===== src/rtl/mem_arbiter_if.sv =====
// mem_arbiter_if
//   One requester's request/acknowledge channel into mem_arbiter. There is one
//   instance for the CPU control unit and one for the DMA/debug port.
//   Signals:
//     req        requester -> arbiter  access request, held until ack
//     we         requester -> arbiter  1 = write, 0 = read
//     byte_half  requester -> arbiter  byte/half select, forwarded to memory
//     addr       requester -> arbiter  16-bit byte address
//     wdata      requester -> arbiter  16-bit write data
//     ack        arbiter -> requester  one-cycle completion pulse
//     rdata      arbiter -> requester  read data, valid while ack = 1, else 0
//   Modports: master = requester side, slave = arbiter side.
interface mem_arbiter_if;
  logic        req;
  logic        we;
  logic        byte_half;
  logic [15:0] addr;
  logic [15:0] wdata;
  logic        ack;
  logic [15:0] rdata;

  modport master (output req, we, byte_half, addr, wdata, input ack, rdata);
  modport slave  (input req, we, byte_half, addr, wdata, output ack, rdata);
endinterface


===== src/rtl/mem_arbiter.sv =====
// mem_arbiter
//   Shares the single-port 16-bit data memory between the CPU control unit and
//   a DMA/debug port. One access is in flight at a time and takes three cycles:
//   IDLE (grant) -> ISSUE (address/write presented) -> RESP (ack + read data).
//   The CPU has fixed priority; a starvation counter forces a DMA grant after
//   STARVE_MAX consecutive CPU grants made while the DMA was waiting.
//   Ports:
//     clk            rising-edge clock
//     rst            synchronous reset, active-high
//     cpu            CPU requester channel (mem_arbiter_if.slave)
//     dma            DMA/debug requester channel (mem_arbiter_if.slave)
//     mem_out        memory read data, valid the cycle after the address
//     mem_addr       memory address
//     mem_in         memory write data
//     mem_we         memory write enable
//     mem_byte_half  memory byte/half select
module mem_arbiter #(
  parameter int unsigned STARVE_MAX = 4
) (
  input  logic         clk,
  input  logic         rst,
  mem_arbiter_if.slave cpu,
  mem_arbiter_if.slave dma,
  input  logic [15:0]  mem_out,
  output logic [15:0]  mem_addr,
  output logic [15:0]  mem_in,
  output logic         mem_we,
  output logic         mem_byte_half
);

  typedef enum logic [1:0] {IDLE, ISSUE, RESP} state_t;
  typedef enum logic {OWN_CPU, OWN_DMA} owner_t;

  localparam logic [3:0] STARVE_LIM = 4'(STARVE_MAX);

  state_t     state, state_next;
  owner_t     owner, owner_next;
  logic [3:0] starve_cnt, starve_next;

  // Request fields of whichever side currently owns the memory.
  logic        sel_we;
  logic        sel_byte;
  logic [15:0] sel_addr;
  logic [15:0] sel_wdata;

  assign sel_we    = (owner == OWN_DMA) ? dma.we        : cpu.we;
  assign sel_byte  = (owner == OWN_DMA) ? dma.byte_half : cpu.byte_half;
  assign sel_addr  = (owner == OWN_DMA) ? dma.addr      : cpu.addr;
  assign sel_wdata = (owner == OWN_DMA) ? dma.wdata     : cpu.wdata;

  // NOTE: reset is sampled on the clock edge only, so it sits inside the
  // clocked branch rather than in the sensitivity list.
  always_ff @(posedge clk) begin
    if (rst) begin
      state      <= IDLE;
      owner      <= OWN_CPU;
      starve_cnt <= '0;
    end else begin
      // NOTE: non-blocking assignments so every register updates from
      // pre-edge values, independent of statement order.
      state      <= state_next;
      owner      <= owner_next;
      starve_cnt <= starve_next;
    end
  end

  always_comb begin
    // NOTE: every output of this block gets a default first, so no path
    // leaves a signal unassigned and no latch is inferred.
    state_next  = state;
    owner_next  = owner;
    starve_next = starve_cnt;
    unique case (state)
      IDLE: begin
        if (cpu.req || dma.req) begin
          state_next = ISSUE;
          // DMA wins when the CPU is silent, or when it has waited through
          // STARVE_MAX CPU grants.
          owner_next = (dma.req && (!cpu.req || starve_cnt == STARVE_LIM))
                       ? OWN_DMA : OWN_CPU;
          if (owner_next == OWN_DMA || !dma.req) begin
            starve_next = '0;
          end else if (starve_cnt != STARVE_LIM) begin
            starve_next = starve_cnt + 4'd1;
          end
        end
      end
      ISSUE:   state_next = RESP;
      // Always back to IDLE so an acked req is never resampled here.
      RESP:    state_next = IDLE;
      default: state_next = IDLE;
    endcase
  end

  always_comb begin
    mem_addr      = '0;
    mem_in        = '0;
    mem_we        = 1'b0;
    mem_byte_half = 1'b0;
    cpu.ack       = 1'b0;
    cpu.rdata     = '0;
    dma.ack       = 1'b0;
    dma.rdata     = '0;
    unique case (state)
      ISSUE: begin
        mem_addr      = sel_addr;
        mem_in        = sel_wdata;
        mem_we        = sel_we;
        mem_byte_half = sel_byte;
      end
      RESP: begin
        mem_addr      = sel_addr;
        mem_byte_half = sel_byte;
        // A reset arriving during RESP aborts the access: the ack is withheld.
        if (!rst) begin
          if (owner == OWN_DMA) begin
            dma.ack   = 1'b1;
            dma.rdata = mem_out;
          end else begin
            cpu.ack   = 1'b1;
            cpu.rdata = mem_out;
          end
        end
      end
      default: ;
    endcase
  end

endmodule


===== src/flat_wrapper.sv =====
// flat-port wrapper written by rule: the top's interface ports become plain ports
module mem_arbiter_flat 
#(
  parameter int unsigned STARVE_MAX = 4
)
  (clk, rst, mem_out, mem_addr, mem_in, mem_we, mem_byte_half, cpu_req, cpu_we, cpu_byte_half, cpu_addr, cpu_wdata, cpu_ack, cpu_rdata, dma_req, dma_we, dma_byte_half, dma_addr, dma_wdata, dma_ack, dma_rdata);
  mem_arbiter_if cpu_i ();
  mem_arbiter_if dma_i ();
  input  logic clk;
  input  logic rst;
  input  logic [15:0] mem_out;
  output logic [15:0] mem_addr;
  output logic [15:0] mem_in;
  output logic mem_we;
  output logic mem_byte_half;
  input wire logic [$bits(cpu_i.req)-1:0] cpu_req;
  input wire logic [$bits(cpu_i.we)-1:0] cpu_we;
  input wire logic [$bits(cpu_i.byte_half)-1:0] cpu_byte_half;
  input wire logic [$bits(cpu_i.addr)-1:0] cpu_addr;
  input wire logic [$bits(cpu_i.wdata)-1:0] cpu_wdata;
  output wire logic [$bits(cpu_i.ack)-1:0] cpu_ack;
  output wire logic [$bits(cpu_i.rdata)-1:0] cpu_rdata;
  input wire logic [$bits(dma_i.req)-1:0] dma_req;
  input wire logic [$bits(dma_i.we)-1:0] dma_we;
  input wire logic [$bits(dma_i.byte_half)-1:0] dma_byte_half;
  input wire logic [$bits(dma_i.addr)-1:0] dma_addr;
  input wire logic [$bits(dma_i.wdata)-1:0] dma_wdata;
  output wire logic [$bits(dma_i.ack)-1:0] dma_ack;
  output wire logic [$bits(dma_i.rdata)-1:0] dma_rdata;
  assign cpu_i.req = cpu_req;
  assign cpu_i.we = cpu_we;
  assign cpu_i.byte_half = cpu_byte_half;
  assign cpu_i.addr = cpu_addr;
  assign cpu_i.wdata = cpu_wdata;
  assign cpu_ack = cpu_i.ack;
  assign cpu_rdata = cpu_i.rdata;
  assign dma_i.req = dma_req;
  assign dma_i.we = dma_we;
  assign dma_i.byte_half = dma_byte_half;
  assign dma_i.addr = dma_addr;
  assign dma_i.wdata = dma_wdata;
  assign dma_ack = dma_i.ack;
  assign dma_rdata = dma_i.rdata;
  mem_arbiter #(.STARVE_MAX(STARVE_MAX)) u_core (.clk(clk), .rst(rst), .cpu(cpu_i), .dma(dma_i), .mem_out(mem_out), .mem_addr(mem_addr), .mem_in(mem_in), .mem_we(mem_we), .mem_byte_half(mem_byte_half));
endmodule

===== config.mk =====
export PLATFORM = sky130hd
export DESIGN_NAME = mem_arbiter_flat
export DESIGN_NICKNAME = d
export VERILOG_FILES = /design/src/rtl/mem_arbiter_if.sv /design/src/rtl/mem_arbiter.sv /design/src/flat_wrapper.sv
export SDC_FILE = /design/constraint.sdc
export NUM_CORES = 1
export LEC_CHECK = 0
export ABC_AREA = 1
export CORE_ASPECT_RATIO = 1.75
export CORE_MARGIN = 5
export CORE_UTILIZATION = 40
export DETAILED_ROUTE_END_ITERATION = 10
export DONT_BUFFER_PORTS = 1
export PLACE_DENSITY = 0.56
export RECOVER_POWER = 50
export SYNTH_ARGS = -nofsm -noshare
export SYNTH_HDL_FRONTEND = slang
export SYNTH_SLANG_ARGS = --single-unit

===== constraint.sdc =====
create_clock -name clk -period 2.01 [get_ports clk]
set_input_delay 0.3015 -clock clk [delete_from_list [all_inputs] [get_ports clk]]
set_output_delay 0.3015 -clock clk [all_outputs]
set_load 0.1 [all_outputs]

==> results of run 1 <==
-- through the flow --
step / setup slack, ns / setup TNS (ns) / instance area (um2)
3_3_place_gp: 0.209 / 0 / 2900
2_1_floorplan: -0.671 / -18.51 / 1590
-- logic make-up after synthesis --
logic type | after synthesis | synth area share [%]
flops | 7 | 12.2
compound gates | 41 | 18.1
buf+inv | 43 | 16.6
fa+ha+maj | 6 | 6.54
simple gates | 128 | 46.6
==> impl_metrics.json, run 1 <==
{
  "synthesis.instances": 225,
  "fp-row-count": 25,
  "first-error": "[ERROR DPL-0038] Utilization greater than 100%, impossible to legalize",
  "dieHeight_um": 80.9,
  "fp.dieW_um": 50.5,
  "synth.top_cells.by_count": "sky130_fd_sc_hd__nor2_1 (98), sky130_fd_sc_hd__o21ai_0 (36), sky130_fd_sc_hd__inv_1 (29)",
  "yosys_reg_bits": 7,
  "post_synth.cell_area_avg_um2": 5.10,
  "pin_count": 156,
  "synth_nets": 319,
  "placement.io_buffers": 0,
  "floorplan.initialDensity_pct": 42.2,
  "synth_warnings": 0,
  "step_where_the_flow_halted": "detailed placement (3_5_place_dp)",
  "yosys_most_used_dff": "sky130_fd_sc_hd__dfxtp_1",
  "post_synth_main_area_contributors": "sky130_fd_sc_hd__nor2_1 (32%), sky130_fd_sc_hd__o21ai_0 (16%), sky130_fd_sc_hd__dfxtp_1 (12%)",
  "post-synth-top-area-cell": "sky130_fd_sc_hd__nor2_1",
  "top_area_cell_type_share_of_the_netlist_area_pct": 32.0,
  "ys_types": 18,
  "synth_most_common_cell": "sky130_fd_sc_hd__nor2_1",
  "run_status": "did not finish",
  "synth-seq-area-share_pct": 12.2,
  "place_congestion": 0.839,
  "edff_count_synth": 0,
  "ys_async_sr_fraction_pct": 0,
  "synth.cell_area_um2": 1150
}
==> run 2: changes to the inputs <==
CORE_ASPECT_RATIO = not set   (was 1.75)
CORE_UTILIZATION = 25   (was 40)
PLACE_DENSITY = not set   (was 0.56)
PLACE_DENSITY_LB_ADDON = 0.15   (was not set)
==> impl_metrics.json, run 2 <==
{
  "run_status": "finished clean",
  "worst_setup_path_start_kind": "flip-flop",
  "timing.final.crit_period_ns": 1.93,
  "dieHeight_um": 77.8,
  "r2r-start": "u_core.state[1]$_SDFFE_PP0P_",
  "finClkSkew_ns": 0.000707,
  "clock-sinks": 7,
  "insertion_delay_ns": 0.23,
  "top_area_cell_type_share_of_the_netlist_area_pct": 32.0,
  "antenna_cell_count": 0,
  "clkPwrFrac_pct": 12.2,
  "synth_most_common_cell": "sky130_fd_sc_hd__nor2_1",
  "power.share.combinational_pct": 78.3,
  "final_min_period_over_clock_period_pct": 96.0,
  "post_synth_main_area_contributors": "sky130_fd_sc_hd__nor2_1 (32%), sky130_fd_sc_hd__o21ai_0 (16%), sky130_fd_sc_hd__dfxtp_1 (12%)",
  "wire_length_of_the_first_global_routing_pass_um": 9000,
  "synth.cell_area_um2": 1150,
  "max_slew.worst_pin.slew_ns": 0.494,
  "grt.overflow.total": 0,
  "max_cap_violations": 0,
  "timing_hold_violations_final": 0,
  "placement.io_buffers": 0,
  "ys_async_sr_fraction_pct": 0,
  "yosys_most_used_dff": "sky130_fd_sc_hd__dfxtp_1",
  "worst_slew_margin_rel_pct": 67.3,
  "detail-route-antenna-nets": 0,
  "cp.arrival_ns": 1.63,
  "post_cts_buffers": 0,
  "floorplan.initialDensity_pct": 26.0,
  "pd_cells_nw_per_um2": 602,
  "worstPathCellList": "inv_2 > ha_4 > inv_4 > nor3_4 > inv_6 > nor2_4 > buf_6",
  "layout.cells.most_common": "sky130_fd_sc_hd__nor2_4",
  "htree_levels": 1,
  "grt_setup_unrepaired": "false",
  "vias_per_cell": 4.89,
  "crit_path_max_fanout": 16,
  "synth.top_cells.by_count": "sky130_fd_sc_hd__nor2_1 (98), sky130_fd_sc_hd__o21ai_0 (36), sky130_fd_sc_hd__inv_1 (29)",
  "drive_gt1_share_pct": 52.1,
  "multi_input_comb_area_um2": 1250,
  "critical_path_required_ns": 1.71,
  "routed_wire_length_per_instance_um": 16.6,
  "drt_pre_antenna_iters": 4,
  "p_leak_nw": 1.13,
  "final_tns_setup_ns": 0,
  "critPathMaxStageDelay_ns": 0.33,
  "fin_worst_hold_slack_ns": 0.138,
  "switchingPower_mw": 1.03,
  "path_clk_slew_ns": 0.04,
  "final_layout_fill_cell_count": 396,
  "numCtsBuffers": 3,
  "fp-row-count": 24,
  "drt-initial-drc-count": 38,
  "critical_path_class": "flip-flop to primary output",
  "synth_warnings": 0,
  "fp.dieW_um": 77.8,
  "total_power_mw": 1.66,
  "place_congestion": 0.787,
  "final-max-slew-violation-count": 0,
  "pin_count": 156,
  "floorplan.die_area_um2": 6050,
  "dpl_cell_area_um2": 2940,
  "critical-path-slowest-cell": "sky130_fd_sc_hd__dfxtp_2",
  "post-route-drc-count": 0,
  "syn_to_final_growth_pct": 139,
  "timing.hold.worst.start": "rst",
  "final_cell_area_excluding_filler_cells_um2": 2750,
  "final_critical_path_setup_slack_ns": 0.0804,
  "ir_worst_vdd_mv": 0.503,
  "maximum_clock_insertion_buffer_count": 2,
  "achievable_frequency_ghz": 0.518,
  "grt_max_degree": 35,
  "worst_hold_path_type": "input port to flip-flop",
  "global_route.usage.total_pct": 18.2,
  "cts.root.buffer_cell": "sky130_fd_sc_hd__clkbuf_8",
  "internal_power_mw": 0.627,
  "edff_count_synth": 0,
  "yosys_reg_bits": 7,
  "place.detailed.hpwl_um": 5030,
  "synthesis.instances": 225,
  "timing.critical_path.to_type": "primary output",
  "pre_cts_slack_ns": 0.0749,
  "ys_types": 18,
  "power.share.sequential_pct": 9.5,
  "routed-via-count": 1674,
  "setup_viol": 0,
  "tritoncts": "built",
  "num-nets-final": 385,
  "post-synth-top-area-cell": "sky130_fd_sc_hd__nor2_1",
  "switching_share_pct": 62.2,
  "seq_area_um2": 141,
  "synth_nets": 319,
  "core_um2": 4410,
  "layout_common_cells": "sky130_fd_sc_hd__nor2_4 (52), sky130_fd_sc_hd__nor2_1 (43), sky130_fd_sc_hd__buf_12 (39)",
  "critPathLaunch": "u_core.state[0]$_SDFFE_PP0P_",
  "routed_wl_um": 5680,
  "grt_pass1_vias": 1760,
  "largestRegisters": "u_core.starve_cnt: 4 flops, u_core.state: 2 flops, u_core.owner: 1 flops",
  "regMostFlops": "u_core.starve_cnt",
  "holdBufCountCts": 0,
  "largest_register_ffs": 4,
  "post_synth.cell_area_avg_um2": 5.10,
  "grt_antenna_before_repair": 0,
  "synth-seq-area-share_pct": 12.2
}
[run 2: cell counts after synthesis]
No cell type changed its count.
[run 2: metal layers]
metal / global-route usage (%) / wire (um) / vias up
li1: - / - / 819
met1: 18.6 / 1930 / 736
met2: 33.5 / 3040 / 109
met3: 7.52 / 610 / 10
met4: 4.98 / 102 / 0
met5: 0 / 0 / -
[run 2: logic make-up (layout without fill, tap and decap cells)]
kind of cell / after synthesis / in the layout / share of synthesized area (%)
buffers and inverters: 43 / 108 / 16.6
AO/OA/AOI/OAI: 41 / 41 / 18.1
adder cells (fa/ha/maj): 6 / 6 / 6.54
AND/OR/NAND/NOR: 128 / 128 / 46.6
flip-flops: 7 / 7 / 12.2
[run 2: timing repair]
item / in CTS / in global routing
resized for setup: 2 / 4
pin swaps: 0 / 0
setup endpoints to repair: 17 / 15
[run 2: worst max-delay path: cells and delay by family (launching register included)]
family	cells	cell delay, ns
fa+ha+maj	1	0.15
buf+inv	4	0.55
flops	1	0.33
simple gates	2	0.36
[run 2: layout make-up]
type | count | share of cell area [%]
multi-input combinational | 175 | 45.4
timing repair buffer | 72 | 40.6
sequential | 7 | 5.14
inverter | 32 | 4.91
tap | 52 | 2.37
clock buffer | 4 | 1.64
[run 2: power groups by stage]
stage	Sequential, mW	Clock (mW)	Combinational (mW)
5_1_grt	0.158	0.221	1.35
2_1_floorplan	0.156	0	0.956
4_1_cts	0.157	0.206	1.43
3_5_place_dp	0.159	0	1.42
6_report	0.157	0.203	1.30
3_3_place_gp	0.159	0	1.40
[run 2: path summary, 6_finish.rpt]
kind	cells after the start	slack (ns)	to
min	1	0.14	u_core.owner$_SDFFE_PP0P_
min reg2reg	2	0.49	u_core.starve_cnt[1]$_SDFFE_PP0P_
max	7	0.08	cpu_rdata[4]
max reg2reg	7	0.48	u_core.starve_cnt[0]$_SDFFE_PP0P_
[run 2: metrics by stage]
step | std cells | util (%)
floorplan | 225 | -
global placement | 338 | 66.6
detailed placement | 338 | 66.6
CTS | 342 | 67.9
global route | 342 | 62.3
finish | 342 | 62.3
(Power assumes the default switching activity.)
==> run 3: changes to the inputs <==
CAP_MARGIN = 10   (was not set)
==> results of run 3 <==
The final DEF is identical to that of run 2; final timing and power are the same.
